===== config.mk =====
export PLATFORM = sky130hd
export DESIGN_NAME = pulse_stretcher_fsm
export DESIGN_NICKNAME = d
export VERILOG_FILES = /design/src/rtl/pulse_stretcher_fsm.sv
export SDC_FILE = /design/constraint.sdc
export NUM_CORES = 1
export LEC_CHECK = 0
export CAP_MARGIN = 20
export CORE_MARGIN = 3
export CORE_UTILIZATION = 54
export CTS_CLUSTER_SIZE = 30
export DETAILED_ROUTE_END_ITERATION = 7
export PLACE_DENSITY = 0.77
export REMOVE_ABC_BUFFERS = 1
export SYNTH_ARGS = -nofsm -noshare
export SYNTH_HDL_FRONTEND = slang
export SYNTH_SLANG_ARGS = --single-unit

===== constraint.sdc =====
create_clock -name clk -period 3.9 [get_ports clk]
set_input_delay 0.585 -clock clk [delete_from_list [all_inputs] [get_ports clk]]
set_output_delay 0.585 -clock clk [all_outputs]
set_load 0.05 [all_outputs]

===== src/rtl/pulse_stretcher_fsm.sv =====
`default_nettype none
// ============================================================================
// Module      : pulse_stretcher_fsm
// Description : Stretches a single-cycle trigger strobe into a level pulse of
//               programmable length, followed by an optional hold-off window.
//               Triggers rejected while busy are counted in a saturating
//               counter. Optional macro PULSE_STRETCHER_RETRIGGER_EN makes
//               triggers during ACTIVE/HOLDOFF restart the pulse instead.
// Revision    : 1.0 - initial release
// ============================================================================
module pulse_stretcher_fsm #(
  parameter int CNT_W  = 16,
  parameter int DROP_W = 8
) (
  input  logic              clk,
  input  logic              reset,
  input  logic              enable,
  input  logic              trig,
  input  logic [CNT_W-1:0]  len,
  input  logic [CNT_W-1:0]  holdoff,
  output logic              pulse_out,
  output logic              busy,
  output logic              done,
  output logic [DROP_W-1:0] drop_cnt
);

  typedef enum logic [1:0] {
    IDLE    = 2'b00,
    ACTIVE  = 2'b01,
    HOLDOFF = 2'b10
  } state_t;

  localparam logic [CNT_W-1:0]  c_cnt_one  = CNT_W'(1);
  localparam logic [DROP_W-1:0] c_drop_one = DROP_W'(1);
  localparam logic [DROP_W-1:0] c_drop_max = '1;

  state_t              r_state, w_state_n;
  logic [CNT_W-1:0]    r_cnt, w_cnt_n;
  logic [CNT_W-1:0]    r_hcnt, w_hcnt_n;
  logic [CNT_W-1:0]    r_hold, w_hold_n;
  logic                w_done_n;
  logic                w_reject;
  logic [CNT_W-1:0]    w_len_eff;
  logic [DROP_W-1:0]   w_drop_n;

  // A zero length still produces a one-cycle pulse.
  assign w_len_eff = (len == '0) ? c_cnt_one : len;

  // Next-state, counter and strobe logic; outputs follow the next state.
  always_comb begin
    w_state_n = r_state;
    w_cnt_n   = r_cnt;
    w_hcnt_n  = r_hcnt;
    w_hold_n  = r_hold;
    w_done_n  = 1'b0;
    w_reject  = 1'b0;
    case (r_state)
      IDLE: begin
        if (enable && trig) begin
          w_state_n = ACTIVE;
          w_cnt_n   = w_len_eff - c_cnt_one;
          w_hold_n  = holdoff;
        end
      end
      ACTIVE: begin
        if (!enable) begin
          w_state_n = IDLE;
        end
`ifdef PULSE_STRETCHER_RETRIGGER_EN
        else if (trig) begin
          w_cnt_n  = w_len_eff - c_cnt_one;
          w_hold_n = holdoff;
        end
`endif
        else if (r_cnt == '0) begin
          w_done_n = 1'b1;
          if (r_hold == '0) begin
            w_state_n = IDLE;
          end else begin
            w_state_n = HOLDOFF;
            w_hcnt_n  = r_hold - c_cnt_one;
          end
        end else begin
          w_cnt_n = r_cnt - c_cnt_one;
        end
`ifndef PULSE_STRETCHER_RETRIGGER_EN
        w_reject = enable && trig;
`endif
      end
      HOLDOFF: begin
        if (!enable) begin
          w_state_n = IDLE;
        end
`ifdef PULSE_STRETCHER_RETRIGGER_EN
        else if (trig) begin
          w_state_n = ACTIVE;
          w_cnt_n   = w_len_eff - c_cnt_one;
          w_hold_n  = holdoff;
        end
`endif
        else if (r_hcnt == '0) begin
          w_state_n = IDLE;
        end else begin
          w_hcnt_n = r_hcnt - c_cnt_one;
        end
`ifndef PULSE_STRETCHER_RETRIGGER_EN
        w_reject = enable && trig;
`endif
      end
      default: begin
        w_state_n = IDLE;
      end
    endcase
  end

  // Saturating count of rejected triggers.
  assign w_drop_n = (w_reject && (drop_cnt != c_drop_max)) ? (drop_cnt + c_drop_one)
                                                           : drop_cnt;

  // State, counters and registered outputs; reset clears everything at once.
  always_ff @(posedge clk or posedge reset) begin
    if (reset) begin
      r_state   <= IDLE;
      r_cnt     <= '0;
      r_hcnt    <= '0;
      r_hold    <= '0;
      pulse_out <= 1'b0;
      busy      <= 1'b0;
      done      <= 1'b0;
      drop_cnt  <= '0;
    end else begin
      r_state   <= w_state_n;
      r_cnt     <= w_cnt_n;
      r_hcnt    <= w_hcnt_n;
      r_hold    <= w_hold_n;
      pulse_out <= (w_state_n == ACTIVE);
      busy      <= (w_state_n != IDLE);
      done      <= w_done_n;
      drop_cnt  <= w_drop_n;
    end
  end

endmodule
`default_nettype wire


==> results by group <==
Timing
  – Part of the cycle the worst path needs: 0.835
  – Setup Viol. Count Final: 0
  – Worst relative slew slack: 0.523
  – Setup_tns: 0 ns
  – Peak Freq: 0.307 GHz
  – PnR worst setup slack: 0.643 ns
  – Worst Skew: 0.0114 ns
  – Hold Vio Cnt, Final: 0
  – Worst Tran Pin Value: 0.713 ns
  – Final slew viol count: 0
  – Tmin final: 3.26 ns
  – RSZ-0062 raised after global routing: false

Cells and area
  – Diodes inserted: 0
  – Most frequent cells in the layout: dfrtp_1 (61), clkdlybuf4s50_1 (46), nand2_1 (39)
  – Share of layout cells above drive strength 1: 0.142
  – Filler cell count: 633
  – Layout area overhead: 17.2%
  – Commonest non-fill, non-tap cell in the layout: dfrtp_1
  – Nets: roughly 520

Outcome
  – Status: finished clean

Logic synthesis
  – Synth top area share: 0.374
  – Compound-gate portion of the synthesized area: 0.187
  – Avg Inst Size Synth: ~9.4 µm²
  – Syn Inst Count: approximately 430
  – Top cells by area, synth: dfrtp_1 (37%), mux2_2 (6.1%), xnor2_1 (3.9%)
  – Synthesis Warnings: 0
  – Async set-reset flop share out of synthesis: 1.00
  – Post-synthesis adder-cell area fraction: 0.0215
  – Commonest register cell after synthesis: dfrtp_1
  – Post-synth cell types: between 70 and 80
  – Post-synthesis sequential area ratio: 0.374
  – Main combinational cell family by area after synthesis: simple AND/OR/NAND/NOR gates
  – Xor and xnor area share after synthesis: 0.0644
  – Number of synthesized flops with an enable pin: 0
  – Yosys reg bits: 61
  – Simple-Gate Fraction of Synth Area: 0.219
  – Synth area leader: dfrtp_1
  – Mapped Area: about 4100 µm²
  – Mux cell area share after synthesis: 0.0902

Hold path
  – Hold Path Class: in2async

Clock tree
  – Hold Buf Count CTS: 0
  – CTS tree: built
  – Root buffer cell: clkbuf_8
  – H-tree depth: 3
  – Clk_lat worst skew: 0.34 ns
  – Clk buf depth: 2
  – TritonCTS Buffers: 9
  – Post CTS Setup Buffer Count: 0
  – # clock sinks: ~60
  – Clock Pin Slew Worst Setup and Hold Paths: 0.07 ns
  – CTS resizes: 0

Global route
  – GR Overflow Total: 0
  – Largest net degree at the start of global routing: between 50 and 60
  – Number of global-route vias before repair: 3308
  – All-Layer GR Usage: 0.235
  – First-pass GRT wire length: between 15000 and 20000 µm
  – Antenna violations before repair: 0

Floorplanning
  – Die Span X: 92.9 µm
  – Die area: roughly 8600 µm²
  – DIE HEIGHT: 92.9 µm
  – Ports: between 40 and 50
  – Initial core utilization: 0.559
  – CORE AREA: 7290 µm²
  – Rows: 31

Drt
  – Mean routed wirelength per cell: 16.7 µm
  – Final wirelength: 9770 µm
  – Drt via density: between 6 and 7
  – Total number of vias: 3631
  – First-pass DRT Iterations: 6
  – # DRC: 0
  – Initial DRC count: approximately 240
  – Final ANT Viol Nets: 0

Setup path
  – Worst Path Required: 4.13 ns
  – CP Max Fanout: 7
  – WS Path Type: in2reg
  – Crit path DAT: between 3 and 4 ns
  – Critical Path End Type: flop
  – Critical path launch point type: primary input

Place
  – Place WS: 0.288 ns
  – Detailed placement HPWL: roughly 7100 µm
  – RD Place Congestion: 0.917
  – Port-buffer cells: 46

Power
  – Pwr dens: 570 nW/µm²
  – Sw Ratio: 0.414
  – Logic pwr share: 0.406
  – Internal power: 1590 µW
  – Worst-case vdd ir drop: approximately 270 µV
  – Total Power: 2720 µW
  – Clock power share: 0.195
  – Sequential share of power: 0.400
  – Leak pwr: 0.00188 µW
  – Switching Power: 1130 µW

Run
  – Max Cap Violations: 0
## power by group through the flow
stage,Combinational (µW),Clock (µW),Sequential (µW)
6_report,1100,531,1090
5_1_grt,1220,572,1120
4_1_cts,1100,542,1080
3_5_place_dp,1100,0,1090
3_3_place_gp,1070,0,1090
2_1_floorplan,721,0,1120
## through the flow
step / area, µm² / hold WS (ns) / util / cells
CTS: 4780 / 0.424 / 0.655 / 584
finish: 4780 / 0.426 / 0.655 / 584
floorplan: 3950 / 0.472 / - / 416
detailed placement: 4590 / 0.491 / 0.630 / 569
global placement: 4590 / 0.489 / 0.630 / 569
global route: 4780 / 0.428 / 0.655 / 584
## state kept, by name (all words and copies together) (netlist names)
| register | cells |
|---|---|
| pulse_out | 1 |
| r_cnt | 16 |
| r_hcnt | 16 |
| r_state | 2 |
| busy | 1 |
| r_hold | 16 |
| drop_cnt | 8 |
| done | 1 |
## Yosys cell counts, drive strengths merged (3+ instances only)
master / instances
a211o: 6
a211oi: 3
a21oi: 16
a221o: 5
buf: 10
clkbuf: 7
dfrtp: 61
ha: 7
inv: 12
mux2: 22
mux2i: 12
nand2: 40
nand2b: 4
nand3: 12
nand4: 5
nor2: 36
nor3: 22
nor3b: 5
nor4: 18
o2111ai: 3
o211ai: 3
o21ai: 29
o22ai: 11
o311ai: 3
or3: 6
or4: 3
xnor2: 18
xor2: 12
## cells by family (layout without fill, tap and decap cells)
family	after synthesis	count (layout)
compound gates	106	106
xor+xnor	30	30
fa+ha+maj	7	7
buf+inv	30	82
flops	61	61
mux	34	34
simple gates	165	165
## layout make-up
| class | count | area [µm²] | share of cell area |
|---|---|---|---|
| Inverter | 13 | 48.8 | 0.0102 |
| Clock buffer | 12 | 165 | 0.0346 |
| Tap cell | 99 | 124 | 0.0259 |
| Multi-Input combinational cell | 342 | 2370 | 0.497 |
| Sequential cell | 61 | 1530 | 0.319 |
| Timing Repair Buffer | 54 | 520 | 0.109 |
| Clock inverter | 3 | 20.0 | 0.00419 |
## worst paths after layout
path | from | slack [ns] | to | depth (start not counted)
min in group clk | drop_cnt[6] | 0.51 | drop_cnt[6] | 1
setup / recovery | len[5] | 0.64 | r_cnt[14] | 11
hold reg to reg | drop_cnt[6] | 0.51 | drop_cnt[6] | 1
setup reg to reg | r_state[1] | 0.74 | r_cnt[14] | 10
hold / removal | reset | 0.43 | drop_cnt[7] | 2
max in group asynchronous | reset | 2.56 | r_hcnt[3] | 3
## critical path, cell delays in order
cell and delay, ns:
clkdlybuf4s50_1 0.49, nor4_1 0.61, nand4_1 0.20, o21bai_1 0.16, mux2i_1 0.11, ha_1 0.27, o2111ai_1 0.36, nor4_1 0.19
nand3_1 0.12, o21ai_0 0.08, a221o_1 0.31
## metal layers
layer  wire length, µm  share of wire  vias up  GRT usage
met5                 0              0        -          0
met4               183          0.019        0     0.0830
met3               690          0.071       15     0.0414
met2              4440           0.45      157      0.358
met1              4450           0.46     1727      0.335
li1                  -              -     1732          -
Note: power is estimated with default switching activity, not from simulation.
